## src/rtl/pakout_rr_arb_pkg.sv

```systemverilog
// Shared sizes and state encodings for the packet-output round-robin arbiter.
// The pick logic is generic, so future sink-side demux schedulers can reuse it.
package pakout_rr_arb_pkg;

  localparam int NS_ADDRESS_SIZE = 6;
  localparam int NS_DATA_SIZE    = 4;
  localparam int NS_PACKET_SIZE  = NS_ADDRESS_SIZE + NS_DATA_SIZE;

  localparam logic [0:0] NS_ARB_IDLE = 1'b0;
  localparam logic [0:0] NS_ARB_SEND = 1'b1;

endpackage

```

## src/rtl/pakout_rr_arb_rr_pick.sv

```systemverilog
// Combinational round-robin selector: the first set bit of pend_i at or after
// (ptr_i+1) mod N, wrapping around.
module pakout_rr_arb_rr_pick #(
  parameter int N  = 4,
  parameter int IW = (N > 1) ? $clog2(N) : 1
) (
  input  logic [N-1:0]  pend_i,
  input  logic [IW-1:0] ptr_i,
  output logic          any_o,
  output logic [IW-1:0] idx_o
);

  logic [IW-1:0] cand;

  // Walk from the farthest offset down so the nearest pending source wins.
  always_comb begin
    any_o = 1'b0;
    idx_o = '0;
    cand  = '0;
    for (int off = N; off >= 1; off--) begin
      cand = IW'((int'(ptr_i) + off) % N);
      if (pend_i[cand]) begin
        any_o = 1'b1;
        idx_o = cand;
      end
    end
  end

endmodule

```

## src/rtl/pakout_rr_arb.sv

```systemverilog
// Round-robin scheduler sharing one two-phase toggle packet link between
// NUM_SRC sources; out-of-range packets are dropped and the first is latched.
module pakout_rr_arb
  import pakout_rr_arb_pkg::*;
#(
  parameter int NUM_SRC  = 4,
  parameter int ASZ      = NS_ADDRESS_SIZE,
  parameter int DSZ      = NS_DATA_SIZE,
  parameter int MIN_ADDR = 0,
  parameter int MAX_ADDR = 55,
  parameter int CSZ      = 8,
  localparam int PSZ     = ASZ + DSZ,
  localparam int SW      = $clog2(NUM_SRC)
) (
  input  logic                   i_clk,
  input  logic                   reset,
  output logic                   ready,
  input  logic [NUM_SRC-1:0]     i_req,
  output logic [NUM_SRC-1:0]     i_ack,
  input  logic [NUM_SRC*PSZ-1:0] i_pak,
  output logic                   o_req,
  input  logic                   o_ack,
  output logic [PSZ-1:0]         o_pak,
  output logic [SW-1:0]          o_src,
  output logic                   o_err,
  output logic [ASZ-1:0]         fst_err_addr,
  output logic [SW-1:0]          fst_err_src,
  output logic [CSZ-1:0]         o_cnt,
  output logic [0:0]             o_dbg_state
);

  // Toggle handshake on every channel: a channel is pending while req != ack;
  // the producer holds its packet stable until the consumer toggles ack.

  localparam logic [ASZ-1:0] MIN_A = ASZ'(MIN_ADDR);
  localparam logic [ASZ-1:0] MAX_A = ASZ'(MAX_ADDR);

  logic [0:0]         state_q, state_d;
  logic [SW-1:0]      ptr_q, ptr_d;
  logic [NUM_SRC-1:0] ack_q, ack_d;
  logic               oreq_q, oreq_d;
  logic [PSZ-1:0]     pak_q, pak_d;
  logic [SW-1:0]      src_q, src_d;
  logic               err_q, err_d;
  logic [ASZ-1:0]     eaddr_q, eaddr_d;
  logic [SW-1:0]      esrc_q, esrc_d;
  logic [CSZ-1:0]     cnt_q, cnt_d;
  logic               ready_q;

  logic [NUM_SRC-1:0] pend;
  logic               pick_any;
  logic [SW-1:0]      pick_idx;
  logic [PSZ-1:0]     sel_pak;
  logic [ASZ-1:0]     sel_addr;
  logic [ASZ:0]       lo_diff, hi_diff;
  logic               addr_ok;

  assign pend = i_req ^ ack_q;

  pakout_rr_arb_rr_pick #(
    .N  (NUM_SRC),
    .IW (SW)
  ) u_pick (
    .pend_i (pend),
    .ptr_i  (ptr_q),
    .any_o  (pick_any),
    .idx_o  (pick_idx)
  );

  always_comb begin
    sel_pak = '0;
    for (int k = 0; k < NUM_SRC; k++) begin
      if (pick_idx == SW'(k)) sel_pak = i_pak[k*PSZ +: PSZ];
    end
  end

  // Unsigned range check via borrow bits, so a zero MIN_ADDR needs no special case.
  assign sel_addr = sel_pak[PSZ-1 -: ASZ];
  assign lo_diff  = {1'b0, sel_addr} - {1'b0, MIN_A};
  assign hi_diff  = {1'b0, MAX_A} - {1'b0, sel_addr};
  assign addr_ok  = !lo_diff[ASZ] && !hi_diff[ASZ];

  always_comb begin
    state_d = state_q;
    ptr_d   = ptr_q;
    ack_d   = ack_q;
    oreq_d  = oreq_q;
    pak_d   = pak_q;
    src_d   = src_q;
    err_d   = err_q;
    eaddr_d = eaddr_q;
    esrc_d  = esrc_q;
    cnt_d   = cnt_q;
    case (state_q)
      NS_ARB_IDLE: begin
        if (pick_any) begin
          ack_d[pick_idx] = ~ack_q[pick_idx];
          ptr_d           = pick_idx;
          if (addr_ok) begin
            pak_d   = sel_pak;
            src_d   = pick_idx;
            oreq_d  = ~oreq_q;
            cnt_d   = cnt_q + CSZ'(1);
            state_d = NS_ARB_SEND;
          end else if (!err_q) begin
            err_d   = 1'b1;
            eaddr_d = sel_addr;
            esrc_d  = pick_idx;
          end
        end
      end
      default: begin
        if (o_ack == oreq_q) state_d = NS_ARB_IDLE;
      end
    endcase
  end

  always_ff @(posedge i_clk or negedge reset) begin
    if (!reset) begin
      state_q <= NS_ARB_IDLE;
      ptr_q   <= SW'(NUM_SRC - 1);
      ack_q   <= '0;
      oreq_q  <= 1'b0;
      pak_q   <= '0;
      src_q   <= '0;
      err_q   <= 1'b0;
      eaddr_q <= '0;
      esrc_q  <= '0;
      cnt_q   <= '0;
      ready_q <= 1'b0;
    end else begin
      state_q <= state_d;
      ptr_q   <= ptr_d;
      ack_q   <= ack_d;
      oreq_q  <= oreq_d;
      pak_q   <= pak_d;
      src_q   <= src_d;
      err_q   <= err_d;
      eaddr_q <= eaddr_d;
      esrc_q  <= esrc_d;
      cnt_q   <= cnt_d;
      ready_q <= 1'b1;
    end
  end

  assign ready        = ready_q;
  assign i_ack        = ack_q;
  assign o_req        = oreq_q;
  assign o_pak        = pak_q;
  assign o_src        = src_q;
  assign o_err        = err_q;
  assign fst_err_addr = eaddr_q;
  assign fst_err_src  = esrc_q;
  assign o_cnt        = cnt_q;
  assign o_dbg_state  = state_q;

endmodule

```

## config.mk

```make
export PLATFORM = sky130hd
export DESIGN_NAME = pakout_rr_arb
export DESIGN_NICKNAME = d
export VERILOG_FILES = /design/src/rtl/pakout_rr_arb_pkg.sv /design/src/rtl/pakout_rr_arb_rr_pick.sv /design/src/rtl/pakout_rr_arb.sv
export SDC_FILE = /design/constraint.sdc
export NUM_CORES = 1
export LEC_CHECK = 0
export BUFFER_PORTS_ARGS = -buffer_cell sky130_fd_sc_hd__buf_2
export CAP_MARGIN = 0
export CORE_MARGIN = 10
export CORE_UTILIZATION = 43
export DETAILED_ROUTE_END_ITERATION = 7
export GPL_TIMING_DRIVEN = 1
export PLACE_DENSITY = 0.83
export SLEW_MARGIN = 0
export SYNTH_ARGS = -nofsm -noshare
export SYNTH_HDL_FRONTEND = slang
export SYNTH_HIERARCHICAL = 1
export SYNTH_SLANG_ARGS = --single-unit
```

## constraint.sdc

```tcl
create_clock -name i_clk -period 2.57 [get_ports i_clk]
set_input_delay 0.257 -clock i_clk [delete_from_list [all_inputs] [get_ports i_clk]]
set_output_delay 0.257 -clock i_clk [all_outputs]
set_load 0.02 [all_outputs]
```

==> results.json <==
{
  "status": "complete, but fails checks",
  "violations": "setup timing",
  "crit_fanout": 6,
  "synth_fp_nets": 188,
  "grt_overflow": 0,
  "syn_avg_cell_area_um2": 13.7,
  "syn-instance-count": 140,
  "ios": 83,
  "cts_max_path_buffers": 2,
  "cts_max_level": 2,
  "synthDominantCellAreaShare_pct": 47.0,
  "yosysWarningCount": 6,
  "totalWireLength_um": 5160,
  "ir_worst_vdd_v": 0.000968,
  "synthTopCellsByCount": "dfrtp_1, mux2_2, nand2_1, xor2_1, xnor2_1",
  "placed_cell_area_um2": 2470,
  "p_per_area_nw_per_um2": 1690,
  "hold_viol": 0,
  "setup_slack_ps": -51.0,
  "clkSinkCount": 38,
  "drc_errors": 0,
  "dr.pass1.iters": 4,
  "cts-root-buf": "clkbuf_8",
  "rows": 24,
  "syn_area_um2": 1920,
  "setup_viol": 13,
  "ctsHoldBuffers": 0,
  "core_um2": 4320,
  "vias": 1499,
  "postRouteAntennaNets": 0,
  "min_period_over_period_pct": 102,
  "max-cap-violations": 0,
  "dieArea_um2": 7530,
  "hold_path.class": "in -> async",
  "place_congestion": 0.855,
  "finalCriticalPeriod_ps": 2620,
  "synth_edf_count": 0,
  "power.static_leakage_nw": 1.31,
  "drtIter0Drc": 51,
  "final-seq-area_um2": 956,
  "ys_types": 35,
  "vias_per_cell": 5.08,
  "cp_data_required_time_ps": 2750,
  "n_fill_cell": 357,
  "floorplan.initialDensity_pct": 44.3,
  "synth_seq_cells": 38,
  "synthToLayoutAreaGrowth_pct": 41.2,
  "design_area_um2": 2710,
  "io_buffers": 82,
  "multi_input_area_um2": 960,
  "worstRegToRegCells": 9,
  "pre_cts_ws_ps": -164,
  "clkTransAtPathRegs_ps": 80,
  "clk_latency_ps": 290,
  "synthFlopType": "dfrtp_1",
  "grt_start_max_net_pins": 39,
  "antenna_found_initial": 0,
  "nNetsFinal": 290,
  "synth-seq-area-share_pct": 49.7,
  "placed_cells": 281,
  "r2r_start": "i_ack[2]",
  "die_h_um": 86.8,
  "cp.arrival_ps": 2800,
  "cp-end-kind": "register",
  "num_antenna_cells": 0,
  "wl_per_cell_um": 17.5,
  "max_slew_margin_pct": 43.8,
  "synth.area.top_cells": "dfrtp_1, mux4_2, mux2_2",
  "cp-startpoint": "i_ack[2]",
  "numCtsBuffers": 5,
  "tightest_slew_ps": 843,
  "clock_skew_ps": 7.40,
  "synth.most_common_cell": "dfrtp_1",
  "first_global_vias": 1677,
  "rsz0062_at_grt": "yes",
  "synth_top_cell_by_area": "dfrtp_1",
  "grt_pass1_wl_um": 8080,
  "hpwlAfterDp_um": 3980,
  "final_cells": 295,
  "die_w_um": 86.8,
  "cts_tree": "yes",
  "max_freq_mhz": 382,
  "crit_path_start_kind": "register",
  "setup.worst_path.class": "reg -> reg",
  "async_reset_ff_share_pct": 100,
  "drive_gt1_share_pct": 60.5,
  "finalMaxSlewViolations": 0,
  "grt_use_total_pct": 13.3
}
[routing by layer]
metal / routed length [um] / share of wire, % / track usage, %
met4: 25 / 0.48 / 2.21
met2: 2670 / 52 / 22.8
met5: 0 / 0 / 0
met1: 2070 / 40 / 15.2
met3: 389 / 7.5 / 5.82
[stage by stage]
step	util [%]	total power, mW	setup TNS, ps	hold WS, ps
floorplan	-	2.94	-273	-38.6
global placement	57.2	3.67	-706	401
detailed placement	57.2	3.74	-2840	411
CTS	61.7	4.50	-592	95.4
global route	62.6	4.87	-2880	120
finish	62.6	4.56	-349	67.1
[logic make-up (layout without fill, tap and decap cells)]
logic type	count (synthesis)	after routing	share of synthesized area, %
compound gates	12	12	5.61
xor+xnor	17	17	7.77
fa+ha+maj	1	1	0.653
buf+inv	9	112	3.39
flops	38	38	49.7
mux	26	26	22.7
other cells	1	1	0.196
simple gates	36	36	9.99
[placed cells by master, fill, tap and decap left out, types with 2 or more instances in the layout]
cell type	count
clkbuf_8	5
dfrtp_1	34
dfrtp_2	2
nand4_1	3
mux4_1	3
mux2_2	8
and4_1	2
nand2_1	10
xor2_1	4
xor2_2	5
mux2_4	7
buf_2	82
mux4_2	7
xnor2_1	8
nor2_1	5
nand2b_1	7
a21oi_1	3
nand3_1	4
o22a_1	3
dfstp_2	2
bufinv_16	2
buf_4	19
[worst max-delay path, stage by stage (launching register included)]
cell and delay (ps):
dfrtp_2 420, xor2_2 170, and2b_1 220, a21oi_2 150
o221ai_4 150, mux4_2 440, buf_4 130, nand3_2 90
or3_4 410, mux2_4 320
[path summary, 6_finish.rpt]
| check | endpoint | slack (ps) |
|---|---|---|
| min reg2reg | fst_err_addr[4] | 460 |
| min | fst_err_addr[3] | 70 |
| max | fst_err_addr[0] | -50 |
| max reg2reg | fst_err_addr[0] | -50 |
| min in group i_clk | o_dbg_state | 300 |
| max in group asynchronous | i_ack[2] | 1910 |
[flip-flops by register name, summed over array words and instances (netlist names)]
| register | flops |
|---|---|
| o_dbg_state | 1 |
| o_cnt | 8 |
| ready | 1 |
| ptr_q | 2 |
| fst_err_addr | 6 |
| o_pak | 10 |
| fst_err_src | 2 |
| o_req | 1 |
| o_err | 1 |
| o_src | 2 |
| i_ack | 4 |
[report_power, final]
part / leakage, nW / internal, mW / switching [mW]
Sequential: 0.447 / 0.918 / 0.263
Combinational: 0.798 / 1.41 / 1.37
Clock: 0.0683 / 0.389 / 0.220
[repair_timing]
action,CTS,global route
pin swaps,1,1
endpoints found under the setup margin,25,25
resized for setup,4,4
gates cloned,0,0
setup buffers,4,2
[layout make-up]
| class | instances | share of cell area, % |
|---|---|---|
| clock buffers | 5 | 2.54 |
| clock inverters | 3 | 2.54 |
| inverters | 1 | 0.139 |
| multi-input cells | 93 | 35.5 |
| flip-flops and latches | 38 | 35.3 |
| well taps | 52 | 2.40 |
| repair buffers | 103 | 21.6 |
Note: power is estimated with default switching activity, not from simulation.
